==> config.mk <==
export PLATFORM = sky130hd
export DESIGN_NAME = esl_clk_check_core
export DESIGN_NICKNAME = d
export VERILOG_FILES = /design/src/rtl/esl_clk_check_pkg.sv /design/src/rtl/esl_clk_check_edge_cnt.sv /design/src/rtl/esl_clk_check_core.sv
export SDC_FILE = /design/constraint.sdc
export NUM_CORES = 1
export LEC_CHECK = 0
export ABC_AREA = 1
export CORE_AREA = 2 2 94 114
export DETAILED_ROUTE_END_ITERATION = 10
export DIE_AREA = 0 0 96 116
export HOLD_SLACK_MARGIN = 0.08
export PLACE_DENSITY = 0.85
export SETUP_SLACK_MARGIN = 0.2
export SYNTH_ARGS = -nofsm -noshare
export SYNTH_HDL_FRONTEND = slang
export SYNTH_HIERARCHICAL = 1
export SYNTH_SLANG_ARGS = --single-unit
==> constraint.sdc <==
create_clock -name clk -period 5.2 [get_ports clk]
set_clock_uncertainty 0.15 [all_clocks]
set_input_delay 1.04 -clock clk [delete_from_list [all_inputs] [get_ports clk]]
set_output_delay 1.04 -clock clk [all_outputs]
set_load 0.03 [all_outputs]
==> src/rtl/esl_clk_check_pkg.sv <==
// Shared types and constants for the clock-checker measurement core.
package esl_clk_check_pkg;

    localparam int DEF_CNT_W = 24;
    localparam int STATUS_W  = 24;

    typedef enum logic [1:0] {
        ST_IDLE    = 2'd0,
        ST_MEASURE = 2'd1,
        ST_EVAL    = 2'd2
    } state_e;

    // core_status field positions
    localparam int ST_RUN_BIT   = 0;
    localparam int ST_ERR_BIT   = 1;
    localparam int ST_LOW_BIT   = 2;
    localparam int ST_HIGH_BIT  = 3;
    localparam int ST_VALID_BIT = 4;
    localparam int ST_STATE_LSB = 5;
    localparam int ST_STATE_MSB = 6;
    localparam int ST_FAIL_LSB  = 8;
    localparam int ST_FAIL_MSB  = 15;
    localparam int ST_WIN_LSB   = 16;
    localparam int ST_WIN_MSB   = 23;

endpackage

==> src/rtl/esl_clk_check_edge_cnt.sv <==
// Edge detector on the synchronised CUT toggle plus a saturating edge counter.
module esl_clk_check_edge_cnt
    import esl_clk_check_pkg::*;
#(
    parameter int CNT_W = DEF_CNT_W
) (
    input  logic             clk,
    input  logic             reset,
    input  logic             cut_tgl,
    input  logic             clr,
    input  logic             load,
    input  logic             inc,
    output logic [CNT_W-1:0] cut_sum
);

    logic             cut_tgl_d_q, cut_tgl_d_d;
    logic             cut_edge;
    logic [CNT_W-1:0] cnt_q, cnt_d;

    // cut_sum is the count including this cycle's edge, so the window capture sees it too
    always_comb begin
        cut_tgl_d_d = cut_tgl;
        cut_edge    = cut_tgl ^ cut_tgl_d_q;
        cut_sum     = (&cnt_q) ? cnt_q : cnt_q + CNT_W'(cut_edge);
        cnt_d       = cnt_q;
        if (clr) begin
            cnt_d = '0;
        end else if (load) begin
            cnt_d = CNT_W'(cut_edge);
        end else if (inc) begin
            cnt_d = cut_sum;
        end
    end

    always_ff @(posedge clk or posedge reset) begin
        if (reset) begin
            cut_tgl_d_q <= 1'b0;
            cnt_q       <= '0;
        end else begin
            cut_tgl_d_q <= cut_tgl_d_d;
            cnt_q       <= cnt_d;
        end
    end

endmodule

==> src/rtl/esl_clk_check_core.sv <==
// Clock-checker core: counts CUT edges over a fixed reference window,
// range-checks each window and raises a sticky error after repeated failures.
module esl_clk_check_core
    import esl_clk_check_pkg::*;
#(
    parameter int CNT_W      = DEF_CNT_W,
    parameter int REF_TC     = 100000,
    parameter int MIN_CNT    = 45000,
    parameter int MAX_CNT    = 55000,
    parameter int ERR_THRESH = 2
) (
    input  logic                clk,
    input  logic                reset,
    input  logic                enable,
    input  logic                cut_tgl,
    input  logic                err_clear,
    output logic [STATUS_W-1:0] core_status,
    output logic [CNT_W-1:0]    cut_count_store,
    output logic [CNT_W-1:0]    ref_clk_tc_reg,
    output logic                clk_err,
    output logic                meas_done
);

    localparam logic [CNT_W-1:0] REF_LAST = CNT_W'(REF_TC - 1);
    localparam logic [CNT_W-1:0] REF_VAL  = CNT_W'(REF_TC);
    localparam logic [CNT_W-1:0] MIN_VAL  = CNT_W'(MIN_CNT);
    localparam logic [CNT_W-1:0] MAX_VAL  = CNT_W'(MAX_CNT);
    localparam logic [7:0]       THRESH_V = 8'(ERR_THRESH);

    state_e           state_q, state_d;
    logic [CNT_W-1:0] ref_cnt_q, ref_cnt_d;
    logic [CNT_W-1:0] store_q, store_d;
    logic [CNT_W-1:0] ref_tc_q, ref_tc_d;
    logic             meas_done_q, meas_done_d;
    logic             too_low_q, too_low_d;
    logic             too_high_q, too_high_d;
    logic             clk_err_q, clk_err_d;
    logic             valid_q, valid_d;
    logic [7:0]       fail_cnt_q, fail_cnt_d;
    logic [7:0]       win_cnt_q, win_cnt_d;
    logic             fail_now;
    logic [CNT_W-1:0] cut_sum;

    esl_clk_check_edge_cnt #(
        .CNT_W (CNT_W)
    ) u_edge_cnt (
        .clk     (clk),
        .reset   (reset),
        .cut_tgl (cut_tgl),
        .clr     (state_q == ST_IDLE),
        .load    (state_q == ST_EVAL),
        .inc     ((state_q == ST_MEASURE) && enable),
        .cut_sum (cut_sum)
    );

    // err_clear is applied first so that an EVAL reaching the threshold overrides it
    always_comb begin
        state_d     = state_q;
        ref_cnt_d   = ref_cnt_q;
        store_d     = store_q;
        ref_tc_d    = ref_tc_q;
        meas_done_d = 1'b0;
        too_low_d   = too_low_q;
        too_high_d  = too_high_q;
        clk_err_d   = clk_err_q;
        valid_d     = valid_q;
        fail_cnt_d  = fail_cnt_q;
        win_cnt_d   = win_cnt_q;
        fail_now    = 1'b0;

        if (err_clear) begin
            clk_err_d  = 1'b0;
            fail_cnt_d = 8'd0;
        end

        case (state_q)
            ST_IDLE: begin
                ref_cnt_d = '0;
                if (enable) state_d = ST_MEASURE;
            end
            ST_MEASURE: begin
                if (!enable) begin
                    state_d = ST_IDLE;
                end else begin
                    ref_cnt_d = ref_cnt_q + 1'b1;
                    if (ref_cnt_q == REF_LAST) begin
                        store_d  = cut_sum;
                        ref_tc_d = REF_VAL;
                        state_d  = ST_EVAL;
                    end
                end
            end
            ST_EVAL: begin
                meas_done_d = 1'b1;
                too_low_d   = store_q < MIN_VAL;
                too_high_d  = store_q > MAX_VAL;
                fail_now    = too_low_d | too_high_d;
                fail_cnt_d  = fail_now ? ((&fail_cnt_q) ? fail_cnt_q : fail_cnt_q + 8'd1) : 8'd0;
                if (fail_cnt_d >= THRESH_V) clk_err_d = 1'b1;
                valid_d     = 1'b1;
                win_cnt_d   = win_cnt_q + 8'd1;
                ref_cnt_d   = '0;
                state_d     = enable ? ST_MEASURE : ST_IDLE;
            end
            default: state_d = ST_IDLE;
        endcase
    end

    always_ff @(posedge clk or posedge reset) begin
        if (reset) begin
            state_q     <= ST_IDLE;
            ref_cnt_q   <= '0;
            store_q     <= '0;
            ref_tc_q    <= '0;
            meas_done_q <= 1'b0;
            too_low_q   <= 1'b0;
            too_high_q  <= 1'b0;
            clk_err_q   <= 1'b0;
            valid_q     <= 1'b0;
            fail_cnt_q  <= 8'd0;
            win_cnt_q   <= 8'd0;
        end else begin
            state_q     <= state_d;
            ref_cnt_q   <= ref_cnt_d;
            store_q     <= store_d;
            ref_tc_q    <= ref_tc_d;
            meas_done_q <= meas_done_d;
            too_low_q   <= too_low_d;
            too_high_q  <= too_high_d;
            clk_err_q   <= clk_err_d;
            valid_q     <= valid_d;
            fail_cnt_q  <= fail_cnt_d;
            win_cnt_q   <= win_cnt_d;
        end
    end

    always_comb begin
        core_status                            = '0;
        core_status[ST_RUN_BIT]                = (state_q != ST_IDLE);
        core_status[ST_ERR_BIT]                = clk_err_q;
        core_status[ST_LOW_BIT]                = too_low_q;
        core_status[ST_HIGH_BIT]               = too_high_q;
        core_status[ST_VALID_BIT]              = valid_q;
        core_status[ST_STATE_MSB:ST_STATE_LSB] = state_q;
        core_status[ST_FAIL_MSB:ST_FAIL_LSB]   = fail_cnt_q;
        core_status[ST_WIN_MSB:ST_WIN_LSB]     = win_cnt_q;
    end

    assign cut_count_store = store_q;
    assign ref_clk_tc_reg  = ref_tc_q;
    assign clk_err         = clk_err_q;
    assign meas_done       = meas_done_q;

endmodule

==> flow_metrics.tcl, run 1 <==
set metrics [dict create \
    floorplan.die_area_mm2 0.0111 \
    synth.top_cell.area_share 0.411 \
    post-place-cells 943 \
    grt.overflow.total 0 \
    clockBufferDepth 2 \
    finish.cell_count_without_fillers 959 \
    placementRows 40 \
    synth_most_common_cell "nand2_1" \
    grt_use_total 0.274 \
    fp.coreArea_mm2 0.00996 \
    yosys-top-cells-area "dfrtp_1 (41%), nand2_1 (14%), inv_1 (6.2%)" \
    io_pins 79 \
    postSynthAreaPerCell_um2 7.54 \
    setup.worst_path.start_class "flip-flop" \
    ys_seq_elements 97 \
    cp_data_required_time_ps 4010 \
    synthFlopType "dfrtp_1" \
    crit_fanout 15 \
    antenna_cells_inserted 0 \
    grt_start_max_net_pins 47 \
    grt_pass1_wl_mm 24.1 \
    postSynthCellCount 783 \
    cts_tree "built" \
    post_synth_most_frequent_cells "nand2_1 (217), inv_1 (98), dfrtp_1 (97), nor2_1 (65), nand3_1 (47)" \
    post_cts_buffers 0 \
    drt_pass1_iterations 5 \
    numClockSinks 97 \
    die-height_um 116 \
    mean_routed_wirelength_per_cell_um 15.2 \
    power.leakage_uw 0.00314 \
    first_global_vias 5263 \
    final_net_count 838 \
    wirelength_mm 14.6 \
    place_ws_ps 1680 \
    worst-slew-pin-transition_ps 1030 \
    synth_warnings 6 \
    final_critical_path_setup_slack_ps 1930 \
    setup.worst_path.end_class "output pin" \
    post_synth_num_cell_types 47 \
    status "finished clean" \
    critical_path.cell_chain "nor2_1 -> inv_1 -> clkdlybuf4s50_1" \
    utilization 0.675 \
    cts_hold_buf 0 \
    final-max-slew-violation-count 0 \
    area_growth_pct 13.9 \
    yosysTopAreaCell "dfrtp_1" \
    hold_path_class "reg -> reg" \
    drv_cap 0 \
    final_hold_viol_count 0 \
    numCtsBuffers 9 \
    antenna_violations_before_repair 0 \
    clk-insertion-delay-late_ps 350 \
    clk_slew_on_worst_s_h_paths_ps 70 \
    hpwlAfterDp_mm 10.7 \
    per_cell_via_count_in_the_routed_design 5.57 \
    final_critical_path_time_including_i_o_delays_and_setup_ps 3270 \
    io_buffers 59 \
    final-setup-viol-count 0 \
    max_slew_margin 0.313 \
    max_stage_delay_ps 600 \
    die_w_um 96 \
    timing.critical_path.arrival_ps 2080 \
    route.antenna.remaining_nets 0 \
    setup_repair_after_global_routing_missed_its_margin "no" \
    timing.fmax_ghz 0.305 \
    gp_routability_congestion 0.926 \
    synth-edff-count 0 \
    ys_seq_area_frac 0.411 \
    detailroute.via_count 5342 \
    ctsHtreeMaxLevel 3 \
    synthesis.area_mm2 0.00591 \
    fraction_of_final_layout_cells_with_drive_strength_greater_than_1 0.101 \
    worst-setup-path-type "reg -> out" \
    worst_path_max_delay_cell "clkdlybuf4s50_1" \
    p_per_area_mw_per_mm2 239 \
    peakVddDrop_mv 0.189 \
    cts_root_buffer "clkbuf_16" \
    fin_setup_tns_ps 0 \
    start_util 0.593 \
    async_reset_ff_frac 1.00 \
    post_cts.resized_instances 0 \
    drt_iter0_drc 373 \
    drcViolationCount 0 \
    fin_crit_sh 0.630 \
]
==> worst max-delay path: cells and delay by family, from the launching register on <==
kind | cells | cell delay [ps]
buffers and inverters | 2 | 680
flip-flops | 1 | 580
AND/OR/NAND/NOR | 1 | 470
==> routing by layer <==
metal	part of all wire	global-route usage	vias up
met1	0.39	0.332	2562
met2	0.52	0.477	196
li1	-	-	2554
met5	0	0	-
met3	0.062	0.0488	30
met4	0.024	0.110	0
==> cell type report <==
class	instances	area [µm²]
Fill cell	826	3230
Timing Repair Buffer	63	621
Tap cell	126	158
Clock buffer	11	233
Sequential cell	97	2430
Clock inverter	5	78.8
Multi-Input combinational cell	555	2830
Inverter	102	383
==> through the flow <==
stage	hold WS, ps	cell area (µm²)	total power [µW]
finish	327	6730	1610
global route	351	6730	1660
CTS	341	6730	1610
detailed placement	326	6410	910
global placement	301	6410	908
floorplan	291	5970	884
==> final timing paths <==
| path | slack, ps | endpoint | depth (start not counted) | from |
|---|---|---|---|---|
| min in group asynchronous | 1110 | cut_count_store[18] | 2 | reset |
| worst max-delay path | 1930 | core_status[0] | 3 | state_q[0] |
| worst min register to register | 330 | valid_q | 1 | valid_q |
| max in group asynchronous | 2890 | win_cnt_q[4] | 3 | reset |
| worst min-delay path | 330 | valid_q | 1 | valid_q |
| worst max register to register | 2020 | u_edge_cnt/cnt_q[2] | 7 | state_q[0] |
==> report_power, final <==
part	switching [µW]	internal [µW]
Combinational	99.5	24.9
Clock	290	422
Sequential	13.2	760
Total	403	1210
==> placed cells by master (no fill, tap or decap), types with 9 or more instances in the layout <==
cell type / Yosys / routed
nand2_1: 217 / 217
nand4_1: 27 / 27
clkdlybuf4s50_1: 0 / 59
nor2_1: 65 / 65
nand3_2: 21 / 21
clkbuf_16: 0 / 9
o21ai_1: 29 / 29
inv_1: 98 / 97
nand3_1: 47 / 47
xor2_1: 11 / 11
nand2_2: 13 / 13
nor2_4: 9 / 9
conb_1: 1 / 19
o21ai_0: 33 / 33
a21oi_1: 10 / 10
dfrtp_1: 97 / 97
==> cell families after synthesis <==
group,share of synthesized area
flip-flops,0.411
multiplexers,0.00191
AND/OR/NAND/NOR,0.354
other,0.000635
XOR/XNOR,0.0193
buffers and inverters,0.122
adder cells (fa/ha/maj),0.0106
AO/OA/AOI/OAI,0.0805
Power figures use the tool's default switching activity.
==> inputs of run 2 (changes only) <==
CORE_AREA = 2 2 97 118   (was 2 2 94 114)
DIE_AREA = 0 0 99 120   (was 0 0 96 116)
PLACE_DENSITY = 0.8   (was 0.85)
clock period = 3.4 ns   (was 5.2 ns; I/O delays follow)
==> flow_metrics.tcl, run 2 (synthesis gave the netlist of run 1 again) <==
set metrics [dict create \
    status "finished clean" \
    worst-setup-path-type "reg -> out" \
    timing.critical_path.arrival_ps 1930 \
    gr-usage-met1 0.310 \
    met3_usage 0.0396 \
    start_util 0.548 \
    hold_path_class "reg -> reg" \
    grt_start_max_net_pins 59 \
    setup.worst_path.start "state_q[0]" \
    post_cts_buffers 0 \
    final-max-slew-violation-count 0 \
    power.share.switching 0.256 \
    peakVddDrop_mv 0.284 \
    mostFrequentLayoutCell "nand2_1" \
    first_global_vias 5087 \
    grt_use_total 0.243 \
    per_cell_via_count_in_the_routed_design 5.34 \
    nFillCells 952 \
    die-height_um 120 \
    area_growth_pct 15.1 \
    busiest_layer "met2" \
    numCtsBuffers 9 \
    placementRows 42 \
    worst-slew-pin-transition_ps 561 \
    drt_pass1_iterations 5 \
    setup_repair_after_global_routing_missed_its_margin "no" \
    seqCellArea_mm2 0.00243 \
    cts_root_buffer "clkbuf_16" \
    fraction_of_final_layout_cells_with_drive_strength_greater_than_1 0.109 \
    final-setup-viol-count 0 \
    drv_cap 0 \
    antenna_violations_before_repair 0 \
    p_per_area_mw_per_mm2 359 \
    multi_input_area_mm2 0.00283 \
    cp_data_required_time_ps 2570 \
    grt_pass1_wl_mm 23.5 \
    post_cts.resized_instances 0 \
    grt_util_met2 0.403 \
    setup.worst_path.end_class "output pin" \
    max_slew_margin 0.626 \
    drt_iter0_drc 284 \
    startpoint_of_the_most_critical_hold_path "win_cnt_q[7]" \
    grt.overflow.total 0 \
    cts_tree "built" \
    setup.worst_path.start_class "flip-flop" \
    numClockSinks 97 \
    die_w_um 99 \
    detailroute.via_count 5179 \
    clk-insertion-delay-late_ps 350 \
    p_seq_frac 0.484 \
    fin_crit_sh 0.811 \
    gp_routability_congestion 0.944 \
    antenna_cells_inserted 0 \
    route.antenna.remaining_nets 0 \
    final_net_count 844 \
    report.power.total_uw 2440 \
    clk_slew_on_worst_s_h_paths_ps 70 \
    final_hold_viol_count 0 \
    drcViolationCount 0 \
    hpwlAfterDp_mm 10.0 \
    io_pins 79 \
    mean_routed_wirelength_per_cell_um 14.2 \
    power.internal_uw 1820 \
    fin_setup_tns_ps 0 \
    timing.fmax_ghz 0.363 \
    cts_hold_buf 0 \
    io_buffers 59 \
    fp.coreArea_mm2 0.0108 \
    floorplan.die_area_mm2 0.0119 \
    clockPowerShare 0.434 \
    worstReg2RegStart "state_q[0]" \
    most-common-layout-cells "nand2_1 (217), inv_1 (97), dfrtp_1 (97)" \
    combPwrFrac 0.082 \
    power.leakage_uw 0.00318 \
    ctsHtreeMaxLevel 3 \
    clockBufferDepth 2 \
    crit_fanout 15 \
    wirelength_mm 13.8 \
    final_critical_path_time_including_i_o_delays_and_setup_ps 2760 \
    p_switching_uw 626 \
]
## run 2: cell count changes in the layout (fill, tap and decap cells not counted)
cell | before | now
clkbuf_1 | 2 | 0
buf_12 | 0 | 2
clkinv_2 | 2 | 1
clkinv_4 | 0 | 2
clkbuf_8 | 0 | 2
bufinv_16 | 2 | 1
inv_6 | 1 | 0
buf_4 | 4 | 8
## run 2: metal layers
layer | wire length [µm] | share of wire | vias up
met2 | 6880 | 0.50 | 144
met5 | 0 | 0 | -
met1 | 5840 | 0.42 | 2433
met4 | 425 | 0.031 | 0
li1 | - | - | 2564
met3 | 612 | 0.044 | 38
## run 2: stage by stage
step	hold slack (ps)	util	setup WS, ps	cell area, µm²	std cells
6_report	322	0.631	643	6800	970
5_1_grt	348	0.631	516	6800	970
4_1_cts	325	0.631	625	6800	970
3_5_place_dp	313	0.603	447	6490	955
3_3_place_gp	303	0.603	564	6490	955
2_1_floorplan	291	-	745	5970	801
## run 2: area by class of cell
| cell class | instances | share of cell area |
|---|---|---|
| multi-input combinational | 555 | 0.416 |
| clock buffer | 11 | 0.0372 |
| sequential | 97 | 0.357 |
| timing repair buffer | 69 | 0.102 |
| clock inverter | 4 | 0.00773 |
| inverter | 102 | 0.0563 |
| tap | 132 | 0.0243 |
## run 2: critical path, cell delays in order (launching register included)
cell	delay, ps
dfrtp_1	700
nor2_1	150
inv_1	80
clkdlybuf4s50_1	660
## run 2: power by group through the flow
stage,clock network (µW),logic (µW),registers (µW)
after floorplan,0,152,1200
after CTS,1070,200,1180
after global placement,0,198,1200
final,1060,201,1180
after global routing,1120,220,1190
after detailed placement,0,198,1210
## run 2: path summary, 6_finish.rpt
path                                        end  slack [ps]  cells after the start
setup / recovery                 core_status[0]         640                      3
hold / removal                     win_cnt_q[7]         320                      1
setup reg to reg           u_edge_cnt/cnt_q[14]         760                      7
hold reg to reg                    win_cnt_q[7]         320                      1
max in group asynchronous   cut_count_store[10]        1980                      3
min in group asynchronous         ref_cnt_q[16]         510                      2
==> inputs of run 3 (changes only) <==
clock period = 2.6 ns   (was 3.4 ns; I/O delays follow)
==> flow_metrics.tcl, run 3 (synthesis gave the netlist of run 1 again) <==
set metrics [dict create \
    setup_repair_after_global_routing_missed_its_margin "no" \
    start_util 0.548 \
    worstReg2RegStart "state_q[0]" \
    drt_pass1_iterations 5 \
    gp_routability_congestion 0.952 \
    floorplan.die_area_mm2 0.0119 \
    worst-slew-pin-transition_ps 543 \
    combPwrFrac 0.095 \
    setup.worst_path.end_class "output pin" \
    gr-usage-met1 0.302 \
    clockPowerShare 0.421 \
    first_global_vias 4778 \
    timing.fmax_ghz 0.441 \
    power.internal_uw 2340 \
    final-setup-viol-count 0 \
    drcViolationCount 0 \
    io_buffers 59 \
    grt_util_met2 0.397 \
    place_ws_ps 27.8 \
    placementRows 42 \
    clk_slew_on_worst_s_h_paths_ps 70 \
    grt_use_total 0.235 \
    setup.worst_path.start_class "flip-flop" \
    grt_start_max_net_pins 53 \
    reg2reg_to "u_edge_cnt/cnt_q[2]" \
    p_per_area_mw_per_mm2 460 \
    busiest_layer "met2" \
    cp_data_required_time_ps 1930 \
    worst-setup-path-type "reg -> out" \
    cp-endpoint "core_status[0]" \
    numClockSinks 97 \
    route.antenna.remaining_nets 0 \
    die_w_um 99 \
    drv_cap 0 \
    power.share.switching 0.258 \
    status "finished clean" \
    final_critical_path_setup_slack_ps 335 \
    antenna_cells_inserted 0 \
    detailroute.via_count 5160 \
    mean_routed_wirelength_per_cell_um 14.0 \
    grt.overflow.total 0 \
    post-place-cells 962 \
    whs_path_depth 1 \
    final_net_count 851 \
    p_seq_frac 0.485 \
    hold_path_class "reg -> reg" \
    timing.reg2reg.setup_slack_ps 480 \
    finish.cell_count_without_fillers 978 \
    power.leakage_uw 0.00322 \
    max_slew_margin 0.638 \
    nFillCells 931 \
    clk-insertion-delay-late_ps 340 \
    most-common-layout-cells "nand2_1 (217), inv_1 (97), dfrtp_1 (97)" \
    fin_setup_tns_ps 0 \
    mostFrequentLayoutCell "nand2_1" \
    die-height_um 120 \
    fraction_of_final_layout_cells_with_drive_strength_greater_than_1 0.117 \
    fp.coreArea_mm2 0.0108 \
    timing.critical_path.arrival_ps 1600 \
    peakVddDrop_mv 0.401 \
    wirelength_mm 13.7 \
    grt_pass1_wl_mm 22.6 \
    setup.worst_path.start "state_q[1]" \
    met3_usage 0.0402 \
    report.power.total_uw 3160 \
    area_growth_pct 16.1 \
    cts_root_buffer "clkbuf_16" \
    fin_crit_sh 0.871 \
    numCtsBuffers 9 \
    p_switching_uw 814 \
    io_pins 79 \
    cts_hold_buf 0 \
    per_cell_via_count_in_the_routed_design 5.28 \
    final-max-slew-violation-count 0 \
    r2r.worst_path.cells 7 \
    crit_fanout 4 \
    hpwlAfterDp_mm 10.0 \
    clockBufferDepth 2 \
    cts_tree "built" \
    final_critical_path_time_including_i_o_delays_and_setup_ps 2270 \
    antenna_violations_before_repair 0 \
    utilization 0.637 \
    final_hold_viol_count 0 \
    ctsHtreeMaxLevel 3 \
    drt_iter0_drc 298 \
]
## run 3: cell count changes in the layout (fill, tap and decap cells not counted), moves of 2 or more
cell,before,now
buf_4,8,14
clkinvlp_4,0,3
clkbuf_8,2,0
clkinv_2,1,3
clkinv_4,2,0
## run 3: cell type report
| class | instances | area [µm²] | area share |
|---|---|---|---|
| Sequential cell | 97 | 2430 | 0.354 |
| Clock buffer | 9 | 225 | 0.0328 |
| Clock inverter | 7 | 68.8 | 0.0100 |
| Timing Repair Buffer | 76 | 756 | 0.110 |
| Inverter | 102 | 387 | 0.0564 |
| Tap cell | 132 | 165 | 0.0241 |
| Multi-Input combinational cell | 555 | 2830 | 0.413 |
## run 3: worst max-delay path, cell delays in order (launching register included)
cell	delay, ps
dfrtp_1	430
nor2_1	160
inv_1	60
clkdlybuf4s50_1	600
## run 3: power by group through the flow
stage / Sequential [µW] / Combinational [µW] / Clock [µW]
CTS: 1530 / 298 / 1350
global route: 1530 / 323 / 1410
detailed placement: 1560 / 297 / 0
finish: 1530 / 299 / 1330
floorplan: 1570 / 199 / 0
global placement: 1560 / 294 / 0
## run 3: how the worst min path moves through the flow
stage	start	to	slack [ps]
2_1_floorplan	valid_q	valid_q	290
3_3_place_gp	valid_q	valid_q	300
3_5_place_dp	valid_q	valid_q	320
4_1_cts	win_cnt_q[7]	win_cnt_q[7]	340
5_1_grt	valid_q	valid_q	350
6_report	valid_q	valid_q	330
## run 3: metrics by stage
stage / hold slack [ps] / instance area [µm²]
2_1_floorplan: 291 / 5980
3_3_place_gp: 304 / 6560
3_5_place_dp: 325 / 6560
4_1_cts: 338 / 6850
5_1_grt: 348 / 6860
6_report: 326 / 6860
## run 3: what timing repair did
item / in CTS / in global routing
buffers inserted: 0 / 0
setup endpoints to repair: 0 / 1
gates resized for setup: 0 / 1
## run 3: per-layer routing
metal,vias up,share of wire
li1,2590,-
met1,2423,0.43
met2,123,0.50
met3,24,0.044
met4,0,0.020
met5,-,0
